==> config.mk <==
export PLATFORM = sky130hd
export DESIGN_NAME = ball_joint_sample_filter
export DESIGN_NICKNAME = d
export VERILOG_FILES = /design/src/rtl/ball_joint_pkg.sv /design/src/rtl/ball_joint_ema.sv /design/src/rtl/ball_joint_sample_filter.sv
export SDC_FILE = /design/constraint.sdc
export NUM_CORES = 2
export LEC_CHECK = 0
export ABC_AREA = 1
export CORE_ASPECT_RATIO = 0.9
export CORE_MARGIN = 5
export CORE_UTILIZATION = 40
export CTS_CLUSTER_DIAMETER = 150
export DETAILED_ROUTE_END_ITERATION = 12
export DONT_BUFFER_PORTS = 1
export GPL_TIMING_DRIVEN = 0
export PLACE_DENSITY = 0.59
export SYNTH_ARGS = -nofsm -noshare
export SYNTH_HDL_FRONTEND = slang
export SYNTH_SLANG_ARGS = --single-unit
export TNS_END_PERCENT = 30
==> constraint.sdc <==
create_clock -name clk -period 9.2 [get_ports clk]
set_clock_uncertainty 0.2 [all_clocks]
set_input_delay 1.84 -clock clk [delete_from_list [all_inputs] [get_ports clk]]
set_output_delay 1.84 -clock clk [all_outputs]
set_load 0.005 [all_outputs]
==> src/rtl/ball_joint_pkg.sv <==
// Shared constants and types for the ball-joint sample filter: register map,
// accumulator format and the filter sequencing states.
package ball_joint_pkg;

  localparam int ACC_W     = 16;
  localparam int FRAC_BITS = 4;
  localparam int RAW_W     = 12;

  localparam logic [7:0] REG_X       = 8'h00;
  localparam logic [7:0] REG_Y       = 8'h01;
  localparam logic [7:0] REG_Z       = 8'h02;
  localparam logic [7:0] REG_TEMP    = 8'h03;
  localparam logic [7:0] REG_COUNT   = 8'h04;
  localparam logic [7:0] REG_STATUS  = 8'h05;
  localparam logic [7:0] REG_ERR     = 8'h06;
  localparam logic [7:0] REG_SHIFT   = 8'h10;
  localparam logic [7:0] REG_CLEAR   = 8'h11;
  localparam logic [7:0] REG_TIMEOUT = 8'h12;

  localparam logic [31:0] DEADBEEF = 32'hDEADBEEF;

  typedef enum logic [2:0] {
    ST_IDLE   = 3'd0,
    ST_FILT_X = 3'd1,
    ST_FILT_Y = 3'd2,
    ST_FILT_Z = 3'd3,
    ST_COMMIT = 3'd4
  } state_t;

endpackage

==> src/rtl/ball_joint_ema.sv <==
// Single-axis exponential moving average step in Q12.4; the first sample of a
// sensor loads the accumulator directly.
module ball_joint_ema
  import ball_joint_pkg::*;
(
  input  logic signed [ACC_W-1:0] acc,
  input  logic signed [RAW_W-1:0] sample,
  input  logic        [2:0]       shift,
  input  logic                    primed,
  output logic signed [ACC_W-1:0] acc_next
);

  function automatic logic signed [ACC_W-1:0] wrap_acc(input logic signed [ACC_W:0] v);
    return v[ACC_W-1:0];
  endfunction

  logic signed [ACC_W-1:0] target;
  logic signed [ACC_W:0]   diff;
  logic signed [ACC_W:0]   step;
  logic signed [ACC_W:0]   sum;

  // Difference needs the extra bit: target and acc can sit at opposite full scale.
  assign target   = {sample, {FRAC_BITS{1'b0}}};
  assign diff     = {target[ACC_W-1], target} - {acc[ACC_W-1], acc};
  assign step     = diff >>> shift;
  assign sum      = {acc[ACC_W-1], acc} + step;
  assign acc_next = primed ? wrap_acc(sum) : target;

endmodule

==> src/rtl/ball_joint_sample_filter.sv <==
// Per-sensor EMA filter over raw ball-joint samples with sample counts,
// staleness tracking and an Avalon-MM register window.
module ball_joint_sample_filter
  import ball_joint_pkg::*;
#(
  parameter int NUMBER_OF_SENSORS = 4,
  parameter int DEFAULT_SHIFT     = 3,
  parameter int DEFAULT_TIMEOUT   = 2_000_000
) (
  input  logic        clk,
  input  logic        reset_n,
  input  logic        sample_valid,
  output logic        sample_ready,
  input  logic [7:0]  sample_sensor,
  input  logic [11:0] sample_x,
  input  logic [11:0] sample_y,
  input  logic [11:0] sample_z,
  input  logic [11:0] sample_temp,
  input  logic [15:0] address,
  input  logic        read,
  input  logic        write,
  input  logic [31:0] writedata,
  output logic [31:0] readdata,
  output logic        waitrequest
);

  localparam int         SIDX_W = (NUMBER_OF_SENSORS > 1) ? $clog2(NUMBER_OF_SENSORS) : 1;
  localparam logic [7:0] N_SENS = 8'(NUMBER_OF_SENSORS);

  function automatic logic [15:0] sat_inc16(input logic [15:0] v);
    return (v == 16'hFFFF) ? v : v + 16'd1;
  endfunction

  function automatic logic [31:0] sat_inc32(input logic [31:0] v);
    return (v == 32'hFFFF_FFFF) ? v : v + 32'd1;
  endfunction

  function automatic logic [31:0] filt_out(input logic signed [ACC_W-1:0] a);
    logic signed [31:0] wide;
    wide = {{(32-ACC_W){a[ACC_W-1]}}, a};
    return wide >>> FRAC_BITS;
  endfunction

  state_t state;
  logic   wait_flag;
  logic [2:0]  shift_q;
  logic [31:0] timeout_q;
  logic [15:0] err_count;

  logic signed [ACC_W-1:0] acc [NUMBER_OF_SENSORS][3];
  logic [11:0] temp      [NUMBER_OF_SENSORS];
  logic [31:0] count     [NUMBER_OF_SENSORS];
  logic [31:0] timer     [NUMBER_OF_SENSORS];
  logic [NUMBER_OF_SENSORS-1:0] primed;
  logic [NUMBER_OF_SENSORS-1:0] stale;

  logic [SIDX_W-1:0]       sensor_p0;
  logic signed [RAW_W-1:0] x_p0, y_p0, z_p0;
  logic [11:0]             temp_p0;
  logic [2:0]              shift_p0;

  logic capture, sensor_ok, start, filt_active, wr_ok, wr_clear;
  logic [1:0]              axis;
  logic signed [RAW_W-1:0] axis_sample;
  logic signed [ACC_W-1:0] acc_next;
  logic [SIDX_W-1:0]       rd_sensor;
  logic                    rd_sens_ok;
  logic [31:0]             rd_value;

  assign sample_ready = (state == ST_IDLE) && !write;
  assign waitrequest  = (state != ST_IDLE) || (read && wait_flag);
  assign capture      = sample_valid && sample_ready;
  assign sensor_ok    = sample_sensor < N_SENS;
  assign start        = capture && sensor_ok;
  assign filt_active  = (state == ST_FILT_X) || (state == ST_FILT_Y) || (state == ST_FILT_Z);
  assign wr_ok        = write && (state == ST_IDLE);
  assign wr_clear     = wr_ok && (address[15:8] == REG_CLEAR);

  always_ff @(posedge clk or negedge reset_n) begin
    if (!reset_n) begin
      state <= ST_IDLE;
    end else begin
      unique case (state)
        ST_IDLE:   if (start) state <= ST_FILT_X;
        ST_FILT_X: state <= ST_FILT_Y;
        ST_FILT_Y: state <= ST_FILT_Z;
        ST_FILT_Z: state <= ST_COMMIT;
        ST_COMMIT: state <= ST_IDLE;
        default:   state <= ST_IDLE;
      endcase
    end
  end

  // Stage p0: capture; shift is frozen here so a later shift write waits for the next sample.
  always_ff @(posedge clk) begin
    if (start) begin
      sensor_p0 <= sample_sensor[SIDX_W-1:0];
      x_p0      <= $signed(sample_x);
      y_p0      <= $signed(sample_y);
      z_p0      <= $signed(sample_z);
      temp_p0   <= sample_temp;
      shift_p0  <= shift_q;
    end
  end

  always_comb begin
    axis        = 2'd0;
    axis_sample = x_p0;
    case (state)
      ST_FILT_Y: begin axis = 2'd1; axis_sample = y_p0; end
      ST_FILT_Z: begin axis = 2'd2; axis_sample = z_p0; end
      default: ;
    endcase
  end

  ball_joint_ema u_ema (
    .acc      (acc[sensor_p0][axis]),
    .sample   (axis_sample),
    .shift    (shift_p0),
    .primed   (primed[sensor_p0]),
    .acc_next (acc_next)
  );

  // Filter stages write back one axis per cycle; COMMIT publishes the sample.
  always_ff @(posedge clk or negedge reset_n) begin
    if (!reset_n) begin
      for (int i = 0; i < NUMBER_OF_SENSORS; i++) begin
        for (int a = 0; a < 3; a++) acc[i][a] <= '0;
        temp[i]  <= '0;
        count[i] <= '0;
      end
      primed    <= '0;
      err_count <= '0;
    end else if (wr_clear) begin
      for (int i = 0; i < NUMBER_OF_SENSORS; i++) begin
        for (int a = 0; a < 3; a++) acc[i][a] <= '0;
        count[i] <= '0;
      end
      primed    <= '0;
      err_count <= '0;
    end else begin
      if (capture && !sensor_ok) err_count <= sat_inc16(err_count);
      if (filt_active) acc[sensor_p0][axis] <= acc_next;
      if (state == ST_COMMIT) begin
        temp[sensor_p0]   <= temp_p0;
        count[sensor_p0]  <= sat_inc32(count[sensor_p0]);
        primed[sensor_p0] <= 1'b1;
      end
    end
  end

  always_ff @(posedge clk or negedge reset_n) begin
    if (!reset_n) begin
      for (int i = 0; i < NUMBER_OF_SENSORS; i++) timer[i] <= '0;
    end else begin
      for (int i = 0; i < NUMBER_OF_SENSORS; i++) begin
        if (state == ST_COMMIT && int'(sensor_p0) == i) timer[i] <= '0;
        else if (timer[i] < timeout_q)                  timer[i] <= timer[i] + 32'd1;
      end
    end
  end

  always_comb begin
    stale = '0;
    for (int i = 0; i < NUMBER_OF_SENSORS; i++) stale[i] = (timer[i] >= timeout_q) || !primed[i];
  end

  always_ff @(posedge clk or negedge reset_n) begin
    if (!reset_n) begin
      shift_q   <= 3'(DEFAULT_SHIFT);
      timeout_q <= 32'(DEFAULT_TIMEOUT);
    end else if (wr_ok) begin
      if (address[15:8] == REG_SHIFT)   shift_q   <= writedata[2:0];
      if (address[15:8] == REG_TIMEOUT) timeout_q <= writedata;
    end
  end

  assign rd_sensor  = address[SIDX_W-1:0];
  assign rd_sens_ok = address[7:0] < N_SENS;

  always_comb begin
    rd_value = DEADBEEF;
    case (address[15:8])
      REG_X:       if (rd_sens_ok) rd_value = filt_out(acc[rd_sensor][0]);
      REG_Y:       if (rd_sens_ok) rd_value = filt_out(acc[rd_sensor][1]);
      REG_Z:       if (rd_sens_ok) rd_value = filt_out(acc[rd_sensor][2]);
      REG_TEMP:    if (rd_sens_ok) rd_value = {20'd0, temp[rd_sensor]};
      REG_COUNT:   if (rd_sens_ok) rd_value = count[rd_sensor];
      REG_STATUS:  if (rd_sens_ok) rd_value = {30'd0, primed[rd_sensor], stale[rd_sensor]};
      REG_ERR:     rd_value = {16'd0, err_count};
      REG_SHIFT:   rd_value = {29'd0, shift_q};
      REG_TIMEOUT: rd_value = timeout_q;
      default: ;
    endcase
  end

  // Reads latch only while idle so a sensor is never seen mid-update; the wait
  // state re-arms whenever the filter is busy.
  always_ff @(posedge clk or negedge reset_n) begin
    if (!reset_n) begin
      readdata  <= '0;
      wait_flag <= 1'b1;
    end else if (read) begin
      if (state != ST_IDLE) begin
        wait_flag <= 1'b1;
      end else if (wait_flag) begin
        readdata  <= rd_value;
        wait_flag <= 1'b0;
      end else begin
        wait_flag <= 1'b1;
      end
    end else begin
      wait_flag <= 1'b1;
    end
  end

endmodule
==> impl_metrics.prom <==
# TYPE chip_impl_metric gauge
chip_impl_metric{name="grt_start_max_net_pins",unit=""} 588
chip_impl_metric{name="die-width",unit="µm"} 333
chip_impl_metric{name="number_of_antenna_violations_at_the_first_check_in_global_routing",unit=""} 3
chip_impl_metric{name="cp_data_required_time",unit="ps"} 9510
chip_impl_metric{name="io_buffers",unit=""} 0
chip_impl_metric{name="worstPathBufferInverterCount",unit=""} 10
chip_impl_metric{name="dp_hpwl",unit="µm"} 118000
chip_impl_metric{name="fp.dieArea",unit="mm²"} 0.100
chip_impl_metric{name="average_wire_per_standard_cell",unit="µm"} 26.3
chip_impl_metric{name="numPlacedInstances",unit=""} 6070
chip_impl_metric{name="place.gp.congestion",unit=""} 1.02
chip_impl_info{name="dominantRegCellSynth",value="sky130_fd_sc_hd__dfrtp_1"} 1
chip_impl_metric{name="irDropWorstVdd",unit="V"} 0.000210
chip_impl_metric{name="clockBufferDepth",unit=""} 3
chip_impl_metric{name="synth_register_bits",unit=""} 640
chip_impl_info{name="synth_top_cell_by_area",value="sky130_fd_sc_hd__dfrtp_1"} 1
chip_impl_metric{name="worst_path_max_fanout",unit=""} 10
chip_impl_metric{name="yosys_warnings",unit=""} 0
chip_impl_metric{name="post_synth_instance_area",unit="mm²"} 0.0375
chip_impl_info{name="clock-root-buffer",value="sky130_fd_sc_hd__clkbuf_16"} 1
chip_impl_info{name="timing.critical_path.max_delay_family",value="buffers and inverters"} 1
chip_impl_metric{name="max_slew.worst_pin.slew",unit="ps"} 1640
chip_impl_metric{name="detailedRoute.firstIterationViolations",unit=""} 5093
chip_impl_info{name="synth_area_leaders",value="sky130_fd_sc_hd__dfrtp_1 (38%), sky130_fd_sc_hd__nand2_1 (9.0%), sky130_fd_sc_hd__o21ai_0 (5.9%)"} 1
chip_impl_metric{name="final_critical_delay_including_setup_and_external_delays",unit="ps"} 8730
chip_impl_metric{name="period_share",unit=""} 0.949
chip_impl_metric{name="finalSetupViolations",unit=""} 0
chip_impl_metric{name="avgViaCountPerCell",unit=""} 6.03
chip_impl_metric{name="cts-resized-gates",unit=""} 0
chip_impl_metric{name="hold_viol_final",unit=""} 0
chip_impl_metric{name="core_area",unit="mm²"} 0.0930
chip_impl_metric{name="dr.pass1.iters",unit=""} 6
chip_impl_info{name="failing_checks",value="max-capacitance violations, max-slew violations"} 1
chip_impl_info{name="post-synth-top-count-cell",value="sky130_fd_sc_hd__nand2_1"} 1
chip_impl_metric{name="final.setup.worst_slack",unit="ps"} 469
chip_impl_metric{name="drt.antenna.violating_nets",unit=""} 0
chip_impl_metric{name="design.portCount",unit=""} 143
chip_impl_metric{name="finalPower",unit="µW"} 14300
chip_impl_info{name="critPathMostFrequentCell",value="sky130_fd_sc_hd__nand2_1"} 1
chip_impl_metric{name="timing.fmax",unit="MHz"} 115
chip_impl_metric{name="slew_headroom",unit=""} -0.0938
chip_impl_metric{name="cap_violations",unit=""} 1
chip_impl_metric{name="cellPowerDensity",unit="mW/mm²"} 342
chip_impl_metric{name="seq_area_frac_synth",unit=""} 0.434
chip_impl_metric{name="grt-ovfl-total",unit=""} 0
chip_impl_metric{name="postCtsSetupRepairBufs",unit=""} 0
chip_impl_metric{name="grt_pass1_wl",unit="µm"} 236000
chip_impl_metric{name="cts.clk_slew.worst_paths",unit="ps"} 60
chip_impl_metric{name="htreeDepth",unit=""} 3
chip_impl_info{name="setup.worst_path.class",value="reg -> reg"} 1
chip_impl_metric{name="placement.setup.worst_slack",unit="ps"} 700
chip_impl_metric{name="grtUsageTotal",unit=""} 0.315
chip_impl_metric{name="synth_async_reset_ratio",unit=""} 0.917
chip_impl_info{name="crit_path_end_kind",value="register"} 1
chip_impl_metric{name="post-synth-top-area-fraction",unit=""} 0.385
chip_impl_metric{name="num_rows",unit=""} 106
chip_impl_info{name="timing.critical_path.slowest_stage_cell",value="sky130_fd_sc_hd__buf_1"} 1
chip_impl_metric{name="layoutNonFillerInstCount",unit=""} 6212
chip_impl_metric{name="leakagePower",unit="µW"} 0.0195
chip_impl_metric{name="fin_tns_setup",unit="ps"} 0
chip_impl_info{name="synthTopCellsByCount",value="sky130_fd_sc_hd__nand2_1 (897), sky130_fd_sc_hd__inv_1 (586), sky130_fd_sc_hd__dfrtp_1 (577)"} 1
chip_impl_metric{name="routed_via_count",unit=""} 37400
chip_impl_metric{name="floorplan.initialDensity",unit=""} 0.404
chip_impl_metric{name="post_cts_hold_buffer_count",unit=""} 0
chip_impl_metric{name="number_of_slew_limit_violations_in_the_final_report",unit=""} 278
chip_impl_metric{name="cts_sinks",unit=""} 640
chip_impl_metric{name="yosysUniqueCellTypes",unit=""} 75
chip_impl_metric{name="area_growth",unit="%"} 11.3
chip_impl_metric{name="drive_above_1_share",unit=""} 0.0529
chip_impl_metric{name="die_y",unit="µm"} 301
chip_impl_metric{name="drc",unit=""} 0
chip_impl_info{name="rsz_0062_raised_after_global_routing",value="false"} 1
chip_impl_info{name="startpoint_type_of_the_worst_setup_path",value="register"} 1
chip_impl_info{name="cts_tree",value="built"} 1
chip_impl_metric{name="netlist_instances",unit=""} 4818
chip_impl_metric{name="syn_area_per_cell",unit="µm²"} 7.79
chip_impl_metric{name="post_synthesis_net_count",unit=""} 5090
chip_impl_metric{name="fin_nets",unit=""} 5178
chip_impl_metric{name="tritoncts.num_buffers",unit=""} 76
chip_impl_metric{name="first_global_vias",unit=""} 35100
chip_impl_metric{name="clock_insertion_delay_worst_skew",unit="ps"} 670
chip_impl_info{name="outcome",value="finished, violations left"} 1
chip_impl_metric{name="synth-edff-count",unit=""} 53
chip_impl_metric{name="totalWireLength",unit="µm"} 163000
chip_impl_metric{name="cp_data_arrival_time",unit="ps"} 9040
chip_impl_metric{name="cpPeakStageDelay",unit="ps"} 600
chip_impl_info{name="hp-class",value="reg -> reg"} 1
## per-stage QoR
step,util,hold slack (ps),area (µm²)
global route,0.449,299,41800
finish,0.449,281,41800
detailed placement,0.422,265,39200
floorplan,-,246,37500
global placement,0.420,264,39100
CTS,0.449,281,41800
## placed cells by master, fill, tap and decap left out, drive strengths merged, types with 53 or more instances in the layout
cell type,count
nand2,920
inv,602
dfrtp,577
o21ai,485
nor2,409
a21oi,352
nand3,330
clkbuf,255
o22ai,174
ha,162
nor3,101
buf,87
nand4,54
edfxtp,53
## sequential cells by signal, indices dropped and copies added, names as in the netlist
register	cells
acc	192
count	128
err_count	16
primed	4
readdata	32
sensor_p0	2
shift_p0	3
shift_q	3
state	3
temp	48
temp_p0	12
timeout_q	32
timer	128
wait_flag	1
x_p0	12
y_p0	12
z_p0	12
## worst register-to-register path: cells and delay by family, from the launching register on
kind | cells | cell delay (ps)
AOI/OAI and AO/OA | 7 | 1590
xor gates and xnor gates | 1 | 220
adders and majority gates | 3 | 1000
buffers and inverters | 10 | 3280
DFF | 1 | 420
and+or+nand+nor | 16 | 1870
## layout make-up
type | count | area (µm²)
timing repair buffer | 10 | 86.3
buffer | 215 | 923
multi-input combinational | 3352 | 18000
tap | 1242 | 1550
fill | 9321 | 51200
clock inverter | 22 | 300
inverter | 611 | 2300
antenna | 3 | 7.51
sequential | 640 | 16300
clock buffer | 117 | 2270
## path summary, 6_finish.rpt
kind / from / end / slack, ps / depth (start not counted)
max: sensor_p0[0] / acc[136] / 470 / 37
min: temp[19] / temp[19] / 280 / 2
max reg2reg: sensor_p0[0] / acc[136] / 470 / 37
min reg2reg: temp[19] / temp[19] / 280 / 2
max in group asynchronous: reset_n / acc[115] / 6790 / 0
min in group asynchronous: reset_n / temp[19] / 800 / 0
## logic make-up (layout without fill, tap and decap cells)
kind of cell             Yosys count  in the layout  synth area share
AO/OA/AOI/OAI                   1296           1296             0.203
flip-flops                       640            640             0.434
other                              0              3                 0
buffers and inverters            826            975            0.0858
multiplexers                       1              1          0.000267
AND/OR/NAND/NOR                 1857           1857             0.214
adder cells (fa/ha/maj)          163            163            0.0545
XOR/XNOR                          35             35           0.00857
## where the power goes
group          switching [µW]  leakage [µW]  internal [µW]
registers                 646       0.00750           3780
logic                    4600        0.0107           2090
clock network            1300       0.00125           1870
## routing by layer
metal,global-route usage,part of all wire,routed length (µm),up-vias
li1,-,-,-,16700
met1,0.445,0.42,69000,18000
met2,0.450,0.41,66400,2249
met3,0.0925,0.12,19900,435
met4,0.133,0.050,8110,2
met5,0,0.000067,11,-
Note: power is estimated with default switching activity, not from simulation.
